===== config.mk =====
export PLATFORM = sky130hd
export DESIGN_NAME = rr_arbiter_dataless
export DESIGN_NICKNAME = d
export VERILOG_FILES = /design/src/rtl/handshake_pkg.sv /design/src/rtl/rr_priority_select.sv /design/src/rtl/rr_arbiter_dataless.sv
export SDC_FILE = /design/constraint.sdc
export NUM_CORES = 1
export LEC_CHECK = 0
export CORE_AREA = 2 2 39 41
export CTS_CLUSTER_SIZE = 12
export DETAILED_ROUTE_END_ITERATION = 12
export DIE_AREA = 0 0 41 43
export GPL_ROUTABILITY_DRIVEN = 0
export GPL_TIMING_DRIVEN = 0
export PLACE_DENSITY = 0.64
export SLEW_MARGIN = 30
export SYNTH_ARGS = -nofsm -noshare
export SYNTH_HDL_FRONTEND = slang
export SYNTH_HIERARCHICAL = 1
export SYNTH_SLANG_ARGS = --single-unit

===== constraint.sdc =====
create_clock -name clk -period 2.55 [get_ports clk]
set_input_delay 0.51 -clock clk [delete_from_list [all_inputs] [get_ports clk]]
set_output_delay 0.51 -clock clk [all_outputs]
set_load 0.005 [all_outputs]

===== src/rtl/handshake_pkg.sv =====
// Shared helpers for elastic-handshake blocks: index-width math and the
// grant record produced by the round-robin priority selector.
package handshake_pkg;

  // A single requester still gets a 1-bit index so port widths never collapse to zero.
  localparam int MIN_INDEX_WIDTH = 1;

  function automatic int clog2(input int n);
    int r;
    r = 0;
    for (int i = 0; i < 31; i++)
      if ((32'sd1 <<< i) < n) r = i + 1;
    return r;
  endfunction

  function automatic int index_width(input int n);
    return (clog2(n) < MIN_INDEX_WIDTH) ? MIN_INDEX_WIDTH : clog2(n);
  endfunction

endpackage


===== src/rtl/rr_priority_select.sv =====
// Combinational round-robin pick: first set request at or after ptr, wrapping.
// Done as one priority encode over {req, req & mask_from_ptr}.
module rr_priority_select
  import handshake_pkg::*;
#(
  parameter int NUM_INPUTS  = 4,
  parameter int INDEX_WIDTH = index_width(NUM_INPUTS)
) (
  input  logic [NUM_INPUTS-1:0]  req,
  input  logic [INDEX_WIDTH-1:0] ptr,
  output logic [NUM_INPUTS-1:0]  grant,
  output logic [INDEX_WIDTH-1:0] grant_idx,
  output logic                   any
);

  logic [NUM_INPUTS-1:0]   mask;
  logic [2*NUM_INPUTS-1:0] dbl;

  genvar gi;
  generate
    for (gi = 0; gi < NUM_INPUTS; gi++) begin : g_mask
      assign mask[gi] = (32'(gi) >= 32'(ptr));
    end
  endgenerate

  // Low half holds requests at/after ptr; the high half is the wrapped fallback.
  assign dbl = {req, req & mask};
  assign any = |req;

  always_comb begin
    logic found;
    int   k;
    grant     = '0;
    grant_idx = '0;
    found     = 1'b0;
    k         = 0;
    for (int j = 0; j < 2 * NUM_INPUTS; j++) begin
      if (!found && dbl[j]) begin
        found     = 1'b1;
        k         = (j >= NUM_INPUTS) ? j - NUM_INPUTS : j;
        grant_idx = INDEX_WIDTH'(k);
        grant[k]  = 1'b1;
      end
    end
  end

endmodule


===== src/rtl/rr_arbiter_dataless.sv =====
// Dataless N-to-1 round-robin arbiter: one registered output slot carrying the
// winner's index, full throughput (drain and refill in the same cycle).
module rr_arbiter_dataless
  import handshake_pkg::*;
#(
  parameter  int NUM_INPUTS  = 4,
  localparam int INDEX_WIDTH = index_width(NUM_INPUTS)
) (
  input  logic                   clk,
  input  logic                   rst,
  input  logic [NUM_INPUTS-1:0]  ins_valid,
  output logic [NUM_INPUTS-1:0]  ins_ready,
  output logic                   outs_valid,
  input  logic                   outs_ready,
  output logic [INDEX_WIDTH-1:0] index
);

  logic                   valid_q;
  logic [INDEX_WIDTH-1:0] index_q;
  logic [INDEX_WIDTH-1:0] ptr;

  logic [NUM_INPUTS-1:0]  grant;
  logic [INDEX_WIDTH-1:0] grant_idx;
  logic                   any;
  logic                   load;

  rr_priority_select #(
    .NUM_INPUTS  (NUM_INPUTS),
    .INDEX_WIDTH (INDEX_WIDTH)
  ) u_sel (
    .req       (ins_valid),
    .ptr       (ptr),
    .grant     (grant),
    .grant_idx (grant_idx),
    .any       (any)
  );

  assign load = ~valid_q | outs_ready;

  // rst gates ready so nothing is acknowledged while reset is held.
  genvar gi;
  generate
    for (gi = 0; gi < NUM_INPUTS; gi++) begin : g_ready
      assign ins_ready[gi] = rst & load & any & grant[gi];
    end
  endgenerate

  assign outs_valid = valid_q;
  assign index      = index_q;

  always_ff @(posedge clk or negedge rst) begin
    if (!rst) begin
      valid_q <= 1'b0;
      index_q <= '0;
      ptr     <= '0;
    end else if (load) begin
      if (any) begin
        valid_q <= 1'b1;
        index_q <= grant_idx;
        // Pointer moves only on a grant, to just past the winner.
        ptr     <= (32'(grant_idx) == 32'(NUM_INPUTS - 1)) ? '0 : grant_idx + 1'b1;
      end else begin
        valid_q <= 1'b0;
      end
    end
  end

endmodule


==> results.md, run 1 <==
* Count of buffers inserted at the top-level ports at 13
* Fin crit period at between 2 and 2.5 ns
* Placeable core region at 1384 µm²
* PnR worst setup slack at between 0.09 and 0.1 ns
* Minimum hold slack at roughly 0.12 ns
* Share of the cycle needed by the critical path after routing at between 90% and 100%
* Total CTS buffers at 3
* Total cell area at the placement stage at just under 600 µm²
* Number of synthesized flops with an enable pin at 0
* Vias in the first global route at roughly 370
* Normalized max-slew margin at 75.82%
* Final HPWL from detailed placement at ~670 µm
* Deepest clock path buffer count at 2
* Buffer cell driving the clock tree root: sky130_fd_sc_hd__clkbuf_4
* Wire length of the first global-routing pass at about 1600 µm
* Height of the chip at 43 µm
* Initial core utilization at about a third
* Setup Slack @ Placement at -0.1756 ns
* Site Rows at 14
* Fillers at roughly 140
* CP Max Fanout at 8
* Most used flip-flop cell after synthesis: sky130_fd_sc_hd__dfrtp_1
* # DRC at 0
* Share of layout cells above drive strength 1 at around 23%
* Routed length per instance at approximately 11 µm
* Hold Vio Cnt, Final at 0
* Endpoint arrival time on the critical path at between 1.5 and 2 ns
* Result of the run: finished, final reports clean
* Number of DRC markers after the initial detailed-route iteration at 5
* Final global-route overflow total at 0
* Crit path cell chain: dlygate4sd2_1, nor2b_4, nor3_1, o31a_1, and2_1, clkdlybuf4s50_1
* Worst path required time at about 2.0 ns
* Post-synthesis sequential area ratio at between 20% and 30%
* Antenna diode count at 0
* Area of the die at 1763 µm²
* Cell variety after synth at 25
* Largest incremental delay on the critical path at between 0.4 and 0.5 ns
* Final Max Slew Viols at 0
* X dimension of the die at roughly 41 µm
* Actual slew at the worst max-slew pin at approximately 0.36 ns
* Number of cells traversed by the worst register-to-register path at 6
* Worst Skew at 0.004709 ns
* Syn_nets at 56
* H-Tree Level Count at 1
* Final standard cell area without fillers at roughly 630 µm²
* Post-detailed-routing wire length at just over 900 µm
* Sort of element at the start of the critical path: input port
* Worst setup path class: in -> out
* Number of instances in the synthesized netlist at between 40 and 50
* Detail-routed via count per cell at ~5.0
* Vias post-DR at slightly above 400
* Utilization after layout at 45.39%
* Post-CTS clock slew at the launch and capture registers of the worst setup and hold paths at roughly 0.040 ns
* Final setup vio count at 0
* Internal Pwr Total at approximately 0.00033 W
* Register bit count reported by yosys at 5
* Critical-path cell with the highest stage delay: sky130_fd_sc_hd__clkdlybuf4s50_1
* Antenna violations before repair at 0
* Insertion delay to the later sink of the worst-skew pair at roughly 0.24 ns
* CTS tree: done
* Fraction of registers with async set/reset at 100.0%
* Warning count from the yosys run at 6
* Largest net degree at the start of global routing at 10
* Setup repair after global routing missed its margin: no
* Antenna-violating nets left at 0
* Worst hold path type: in -> async
* Area growth from synthesis to layout at 40.62%
* Max capacitance violation total at 0
* Switching power at around 0.00018 W
* Sinks on Clock Net at 5
* Share of power burned in registers at between 20 and 30%
* Number of placed I/O pins at 14
* GRT Overall Usage at a little over an eighth
* CP Capture Type: output port
* Post-Synthesis Cell Area at about 450 µm²
* Part of the total power dissipated in combinational logic at roughly 53%
* Max Clock Freq at a little over 0.4 GHz
* Clock network fraction of design power at 17.5%
* Cell area power density at between 800 and 900 nW/µm²
* Post-Synthesis Mean Instance Area at between 9 and 10 µm²
* Fraction of power spent switching nets at about a third
* Total Nets Final at between 70 and 80
* Initial DRT Pass Iterations at 4
* Worst IR drop on VDD at 0.6843 mV
* Reported leakage power at slightly below 0.3 nW
* Placed instance count at slightly below 80
* Post-route non-filler standard cell count at 81
critical path, delay by kind of cell:
kind	cells	cell delay, ns
AOI/OAI and AO/OA	1	0.27
and+or+nand+nor	3	0.39
buffers and inverters	2	0.78
power by group through the flow:
stage / clock [W] / sequential [W] / combinational [W]
4_1_cts: 0.0000932 / 0.000148 / 0.000275
6_report: 0.0000892 / 0.000148 / 0.000271
5_1_grt: 0.000101 / 0.000152 / 0.000304
2_1_floorplan: 0 / 0.000142 / 0.000186
3_5_place_dp: 0 / 0.000146 / 0.000272
3_3_place_gp: 0 / 0.000146 / 0.000267
final timing paths:
check	start	to	slack [ns]
setup / recovery	ins_valid[0]	ins_ready[2]	0.09
hold / removal	rst	outs_valid	0.12
setup reg to reg	ptr[1]	ptr[1]	0.88
hold reg to reg	ptr[1]	ptr[1]	0.50
max in group asynchronous	rst	ptr[1]	2.22
min in group clk	ptr[1]	ptr[1]	0.50
cell type report:
cell class	instances	area [µm²]	share of cell area, %
Timing Repair Buffer	13	127.6	20.32
Inverter	2	7.507	1.195
Tap cell	16	20.02	3.187
Buffer	1	5.005	0.7968
Multi-Input combinational cell	40	316.6	50.40
Sequential cell	5	125.1	19.92
Clock buffer	4	26.28	4.183
timing repair:
action	in CTS	in global routing
hold buffers	0	0
pin swaps	0	0
gates resized for setup	6	1
setup buffers	0	0
endpoints found under the setup margin	4	4
cells in the final DEF, fill, tap and decap left out, types with 2 or more instances in the layout:
master                            instances
sky130_fd_sc_hd__mux2_4                   4
sky130_fd_sc_hd__o31a_1                   2
sky130_fd_sc_hd__a21oi_1                  2
sky130_fd_sc_hd__clkdlybuf4s50_1          8
sky130_fd_sc_hd__inv_1                    2
sky130_fd_sc_hd__dfrtp_1                  5
sky130_fd_sc_hd__nor3_1                   3
sky130_fd_sc_hd__nor2_1                   5
sky130_fd_sc_hd__dlygate4sd2_1            4
sky130_fd_sc_hd__and2_1                   4
sky130_fd_sc_hd__clkbuf_4                 3
sky130_fd_sc_hd__nor2b_4                  2
sky130_fd_sc_hd__o21ai_0                  4
Yosys cell counts, types with 2 or more instances:
cell / n / share of area [%]
sky130_fd_sc_hd__o31a_1: 2 / 3.9
sky130_fd_sc_hd__nor3_1: 3 / 3.4
sky130_fd_sc_hd__inv_1: 2 / 1.7
sky130_fd_sc_hd__a21oi_1: 2 / 2.2
sky130_fd_sc_hd__and2_1: 4 / 5.6
sky130_fd_sc_hd__mux2_4: 4 / 13
sky130_fd_sc_hd__nor2_1: 6 / 5.0
sky130_fd_sc_hd__o21ai_0: 4 / 4.5
sky130_fd_sc_hd__dfrtp_1: 5 / 28
logic make-up (layout without fill, tap and decap cells):
| family | count (synthesis) | after routing | synth area share, % |
|---|---|---|---|
| AOI/OAI and AO/OA | 11 | 11 | 17.37 |
| adders and majority gates | 1 | 1 | 2.801 |
| buffers and inverters | 3 | 20 | 2.801 |
| DFF | 5 | 5 | 28.01 |
| muxes | 4 | 4 | 13.45 |
| and+or+nand+nor | 24 | 24 | 35.57 |
through the flow:
stage | total power, W | setup TNS (ns)
finish | 0.0005085 | 0
global route | 0.0005565 | 0
CTS | 0.0005153 | 0
detailed placement | 0.0004179 | -0.6511
global placement | 0.0004134 | -0.6563
floorplan | 0.0003280 | 0
per-layer routing:
metal  up-vias  part of all wire [%]  global-route usage (%)
li1        204                     -                       -
met4         0                     0                   4.000
met1       188                    46                   17.70
met2        11                    48                   19.06
met5         -                     0                       0
met3         0                   5.7                   6.283
state kept, by name, indices dropped and copies added, names as in the netlist:
register    count
index           2
ptr             2
outs_valid      1
Power figures use the tool's default switching activity.
==> run 2, diff against run 1 <==
--- a/config.mk
+++ b/config.mk
@@ -6,6 +6,7 @@
 export NUM_CORES = 1
 export LEC_CHECK = 0
 export CORE_AREA = 2 2 39 41
+export CTS_BUF_LIST = sky130_fd_sc_hd__clkbuf_16
 export CTS_CLUSTER_SIZE = 12
 export DETAILED_ROUTE_END_ITERATION = 12
 export DIE_AREA = 0 0 41 43
==> results.md, run 2 (synthesis gave the netlist of run 1 again) <==
* Result of the run: finished, final reports clean
* Crit path cell chain: dlygate4sd2_1, nor2b_4, nor3_1, o31a_1, and2_1, clkdlybuf4s50_1
* Total stage count of the critical path at 6 (unchanged)
* Wire length of the first global-routing pass at 1669 µm (+3.9%)
* Total cell area at the placement stage at 596.8 µm² (unchanged)
* Actual slew at the worst max-slew pin at 0.3679 ns (+0.005266 ns)
* Max Clock Freq at 0.4081 GHz (+0.32%)
* End of the worst register-to-register path: ptr[1]
* Cell area power density at 989.1 nW/µm² (+22%)
* Setup repair after global routing missed its margin: no
* X dimension of the die at 41 µm (unchanged)
* Reported leakage power at 0.3176 nW (+9.4%)
* Number of DRC markers after the initial detailed-route iteration at 6 (+1)
* Height of the chip at 43 µm (unchanged)
* Total CTS buffers at 3 (unchanged)
* Initial DRT Pass Iterations at 4 (unchanged)
* Worst setup path class: in -> out
* H-Tree Level Count at 1 (unchanged)
* Endpoint arrival time on the critical path at 1.94 ns (about the same)
* Final HPWL from detailed placement at 672.4 µm (unchanged)
* Overall power of the completed layout at 0.0006732 W (+32%)
* Routed length per instance at 11.80 µm (+5.5%)
* Post-CTS clock slew at the launch and capture registers of the worst setup and hold paths at 0.03 ns (about the same)
* R2R Path Start: ptr[1]
* Vias post-DR at 417 (+3.5%)
* Worst setup endpoint: ins_ready[2]
* Insertion delay to the later sink of the worst-skew pair at 0.23 ns (about the same)
* Initial core utilization at 32.28% (unchanged)
* Area growth from synthesis to layout at 52.38%
* Most used cells in the layout excluding fill and tap cells: sky130_fd_sc_hd__clkdlybuf4s50_1, sky130_fd_sc_hd__nor2_1, sky130_fd_sc_hd__dfrtp_1
* Worst IR drop on VDD at 0.7337 mV (+7.2%)
* Register-to-register path setup slack at 0.87 ns (about the same)
* Placeable core region at 1384 µm² (unchanged)
* Sinks on Clock Net at 5 (unchanged)
* Final Max Slew Viols at 0 (unchanged)
* Final setup vio count at 0 (unchanged)
* CP Buf/Inv Count at 2 (unchanged)
* Number of placed I/O pins at 14 (unchanged)
* Final global-route overflow total at 0 (unchanged)
* Antenna violations before repair at 0 (unchanged)
* Deepest clock path buffer count at 2 (unchanged)
* CP Capture Type: output port
* PnR worst setup slack at 0.09976 ns (+0.007842 ns)
* Normalized max-slew margin at 75.47% (-0.35 points)
* Vias in the first global route at 375 (+0.81%)
* Sort of element at the start of the critical path: input port
* Max capacitance violation total at 0 (unchanged)
* Count of buffers inserted at the top-level ports at 13 (unchanged)
* Final standard cell area without fillers at 680.7 µm² (+8.4%)
* Share of layout cells above drive strength 1 at 23.08% (unchanged)
* Antenna diode count at 0 (unchanged)
* Fin crit period at 2.450 ns (-0.007842 ns)
* Detail-routed via count per cell at 5.148 (+3.5%)
* Critical-path cell with the highest stage delay: sky130_fd_sc_hd__clkdlybuf4s50_1
* GRT Overall Usage at 14.85% (+1.4 points)
* Buffer cell driving the clock tree root: sky130_fd_sc_hd__clkbuf_16
* Setup Slack @ Placement at -0.1756 ns (unchanged)
* Post-route non-filler standard cell count at 81 (unchanged)
* Crit. Startpoint: ins_valid[0]
* Most common cell after layout, fill and taps aside: sky130_fd_sc_hd__clkdlybuf4s50_1
* Placed instance count at 77 (unchanged)
* # DRC at 0 (unchanged)
* Largest net degree at the start of global routing at 10 (unchanged)
* Worst Skew at 0.002157 ns (-0.002552 ns)
* CP Max Fanout at 8 (unchanged)
* Total Nets Final at 74 (unchanged)
* Share of the cycle needed by the critical path after routing at 96.09% (-0.31 points)
* Delay-heaviest family, CP: buffers and inverters
* Hold Vio Cnt, Final at 0 (unchanged)
* Area of the die at 1763 µm² (unchanged)
* Largest incremental delay on the critical path at 0.43 ns (about the same)
* Number of cells traversed by the worst register-to-register path at 6 (unchanged)
* Minimum hold slack at 0.1315 ns (+0.01496 ns)
* Site Rows at 14 (unchanged)
* CTS tree: done
* Worst hold path type: in -> async
* Post-detailed-routing wire length at 956 µm (+5.5%)
* Antenna-violating nets left at 0 (unchanged)
* Worst path required time at 2.04 ns (about the same)
[run 2: cell types whose count changed in the layout (fill, tap and decap cells not counted), sizes merged]
cell,before,now
inv,2,3
clkbuf,4,3
[run 2: worst min-delay path by stage]
stage / from / end / slack, ns / cells after the start
5_1_grt: rst / outs_valid / 0.15 / 1
6_report: rst / outs_valid / 0.13 / 1
3_3_place_gp: ptr[1] / ptr[1] / 0.49 / 1
2_1_floorplan: rst / index[0] / 0.21 / 0
4_1_cts: ptr[1] / ptr[1] / 0.50 / 1
3_5_place_dp: ptr[1] / ptr[1] / 0.49 / 1
[run 2: area by class of cell]
cell class                 instances  area [µm²]
clock inverter                     1       3.754
tap                               16       20.02
clock buffer                       3       75.07
sequential                         5       125.1
buffer                             1       5.005
inverter                           2       7.507
multi-input combinational         40       316.6
fill                             137       703.2
timing repair buffer              13       127.6
[run 2: power breakdown]
group	switching (W)	total, W	leakage [nW]	internal (W)
clock	0.0000486	0.000251	0.0423	0.000203
sequential	0.0000371	0.000149	0.0563	0.000112
combinational	0.000112	0.000273	0.219	0.000161
total	0.000198	0.000673	0.318	0.000475
[run 2: timing repair]
| action | in CTS | in global routing |
|---|---|---|
| setup endpoints to repair | 4 | 4 |
| hold buffers | 0 | 0 |
| gates resized for setup | 6 | 1 |
| cloned | 0 | 0 |
| buffers inserted | 0 | 0 |
[run 2: routing by layer]
metal / routed length, µm / share of wire, % / track usage (%) / up-vias
met4: 27 / 2.8 / 12.00 / 0
met5: 0 / 0 / 0 / -
met3: 70 / 7.3 / 6.283 / 2
met1: 415 / 43 / 17.70 / 191
met2: 442 / 46 / 19.69 / 20
li1: - / - / - / 204
[run 2: stage by stage]
step,util (%),setup TNS (ns)
after CTS,49.01,0
final,49.19,0
after global routing,49.19,0
after detailed placement,43.13,-0.6511
after floorplan,-,0
after global placement,43.13,-0.6563
[run 2: worst reg2reg max path: stages, from the launching register on]
cell and delay, ns:
sky130_fd_sc_hd__dfrtp_1 0.32, sky130_fd_sc_hd__buf_2 0.19, sky130_fd_sc_hd__inv_1 0.12, sky130_fd_sc_hd__nor3_1 0.21
sky130_fd_sc_hd__o22a_1 0.21, sky130_fd_sc_hd__ha_1 0.24, sky130_fd_sc_hd__mux2_4 0.26
==> run 3, diff against run 2 <==
--- a/config.mk
+++ b/config.mk
@@ -13,6 +13,7 @@
 export GPL_ROUTABILITY_DRIVEN = 0
 export GPL_TIMING_DRIVEN = 0
 export PLACE_DENSITY = 0.64
+export RECOVER_POWER = 25
 export SLEW_MARGIN = 30
 export SYNTH_ARGS = -nofsm -noshare
 export SYNTH_HDL_FRONTEND = slang
==> results.md, run 3 (synthesis gave the netlist of run 1 again) <==
* Max Clock Freq at 0.4081 GHz (unchanged)
* Area of the die at 1763 µm² (unchanged)
* Register-to-register path setup slack at 0.87 ns (about the same)
* Total Nets Final at 74 (unchanged)
* Share of layout cells above drive strength 1 at 23.08% (unchanged)
* Sinks on Clock Net at 5 (unchanged)
* Actual slew at the worst max-slew pin at 0.3679 ns (unchanged)
* Initial core utilization at 32.28% (unchanged)
* Largest net degree at the start of global routing at 10 (unchanged)
* Hold Vio Cnt, Final at 0 (unchanged)
* Accumulated negative setup slack at 0 ns (unchanged)
* Utilization after layout at 48.55% (-0.63 points)
* Site Rows at 14 (unchanged)
* Insertion delay to the later sink of the worst-skew pair at 0.23 ns (about the same)
* Worst hold path type: in -> async
* Routed length per instance at 11.79 µm (-0.10%)
* Final global-route overflow total at 0 (unchanged)
* Area growth from synthesis to layout at 50.42%
* Most common cell after layout, fill and taps aside: sky130_fd_sc_hd__clkdlybuf4s50_1
* Placed instance count at 77 (unchanged)
* Total CTS buffers at 3 (unchanged)
* R2R Path Start: ptr[1]
* Endpoint arrival time on the critical path at 1.94 ns (about the same)
* Height of the chip at 43 µm (unchanged)
* Antenna-violating nets left at 0 (unchanged)
* Post-route non-filler standard cell count at 81 (unchanged)
* CP Capture Type: output port
* Result of the run: finished, final reports clean
* Normalized max-slew margin at 75.47% (unchanged)
* Final Max Slew Viols at 0 (unchanged)
* CTS tree: done
* Final setup vio count at 0 (unchanged)
* H-Tree Level Count at 1 (unchanged)
* Vias in the first global route at 375 (unchanged)
* Number of cells traversed by the worst register-to-register path at 6 (unchanged)
* Number of setup buffers added after CTS at 0 (unchanged)
* X dimension of the die at 41 µm (unchanged)
* Vias post-DR at 417 (unchanged)
* Share of the cycle needed by the critical path after routing at 96.09% (unchanged)
* Worst path required time at 2.04 ns (about the same)
* Detail-routed via count per cell at 5.148 (unchanged)
* Initial DRT Pass Iterations at 4 (unchanged)
* Fin crit period at 2.450 ns (unchanged)
* Post-CTS clock slew at the launch and capture registers of the worst setup and hold paths at 0.03 ns (about the same)
* Max capacitance violation total at 0 (unchanged)
* Count of buffers inserted at the top-level ports at 13 (unchanged)
* Sort of element at the start of the critical path: input port
* Fillers at 138 (+0.73%)
* Number of DRC markers after the initial detailed-route iteration at 6 (unchanged)
* Buffer cell driving the clock tree root: sky130_fd_sc_hd__clkbuf_16
* Wire length of the first global-routing pass at 1669 µm (unchanged)
* Setup repair after global routing missed its margin: no
* Antenna diode count at 0 (unchanged)
* End of the worst register-to-register path: ptr[1]
* Reported leakage power at 0.3057 nW (-3.7%)
* Final standard cell area without fillers at 671.9 µm² (-1.3%)
* Most used cells in the layout excluding fill and tap cells: sky130_fd_sc_hd__clkdlybuf4s50_1, sky130_fd_sc_hd__nor2_1, sky130_fd_sc_hd__dfrtp_1
* Cell area power density at 1001 nW/µm² (+1.2%)
* Post-detailed-routing wire length at 955 µm (-0.10%)
* Final HPWL from detailed placement at 672.4 µm (unchanged)
* Placeable core region at 1384 µm² (unchanged)
* Number of placed I/O pins at 14 (unchanged)
* Antenna violations before repair at 0 (unchanged)
* Deepest clock path buffer count at 2 (unchanged)
* Overall power of the completed layout at 0.0006723 W (-0.13%)
* Worst setup path class: in -> out
* GRT Overall Usage at 14.85% (unchanged)
* Worst Skew at 0.002157 ns (unchanged)
* Worst IR drop on VDD at 0.7335 mV (about the same)
* Total cell area at the placement stage at 596.8 µm² (unchanged)
* CP Max Fanout at 8 (unchanged)
* # DRC at 0 (unchanged)
run 3: cell count changes in the layout (fill, tap and decap cells not counted), sizes merged:
cell	change
clkbuf	+1
dlymetal6s2s	-1
run 3: power by group:
part	switching, W	internal (W)
combinational	0.000112	0.000160
sequential	0.0000371	0.000112
clock	0.0000486	0.000203
total	0.000198	0.000474
run 3: metal layers:
layer  vias to the layer above  part of all wire [%]  global-route usage (%)
li1                        204                     -                       -
met1                       191                    43                   17.70
met2                        20                    46                   19.69
met3                         2                   7.3                   6.283
met4                         0                   2.8                   12.00
met5                         -                     0                       0
run 3: critical path, cell delays in order:
cell                              delay [ns]
sky130_fd_sc_hd__dlygate4sd2_1          0.34
sky130_fd_sc_hd__nor2b_4                0.21
sky130_fd_sc_hd__nor3_1                 0.05
sky130_fd_sc_hd__o31a_1                 0.27
sky130_fd_sc_hd__and2_1                 0.13
sky130_fd_sc_hd__clkdlybuf4s50_1        0.43
run 3: how the worst max path moves through the flow:
stage / slack [ns] / end / start / depth (start not counted)
5_1_grt: 0.003 / ins_ready[1] / ins_valid[3] / 6
3_5_place_dp: -0.18 / ins_ready[2] / ins_valid[0] / 6
3_3_place_gp: -0.19 / ins_ready[2] / ins_valid[0] / 6
4_1_cts: 0.03 / ins_ready[3] / rst / 4
6_report: 0.1 / ins_ready[2] / ins_valid[0] / 6
2_1_floorplan: 0.92 / ins_ready[0] / ins_valid[1] / 4
run 3: what timing repair did:
| item | 4_1_cts | 5_1_grt |
|---|---|---|
| setup endpoints to repair | 4 | 4 |
| cloned | 0 | 0 |
| gates resized for setup | 6 | 1 |
| hold buffers | 0 | 0 |
run 3: layout make-up:
type	count	area, µm²	share of cell area [%]
multi-input cells	40	316.6	47.11
flip-flops and latches	5	125.1	18.62
clock buffers	3	75.07	11.17
repair buffers	13	118.9	17.69
clock inverters	1	3.754	0.5587
well taps	16	20.02	2.980
plain buffers	1	5.005	0.7449
inverters	2	7.507	1.117
run 3: metrics by stage:
step / worst slack [ns] / hold slack, ns
after floorplan: 0.9168 / 0.2144
after global placement: -0.1852 / 0.4898
after detailed placement: -0.1756 / 0.4867
after CTS: 0.03209 / 0.4968
after global routing: 0.002862 / 0.1635
final: 0.09976 / 0.1370
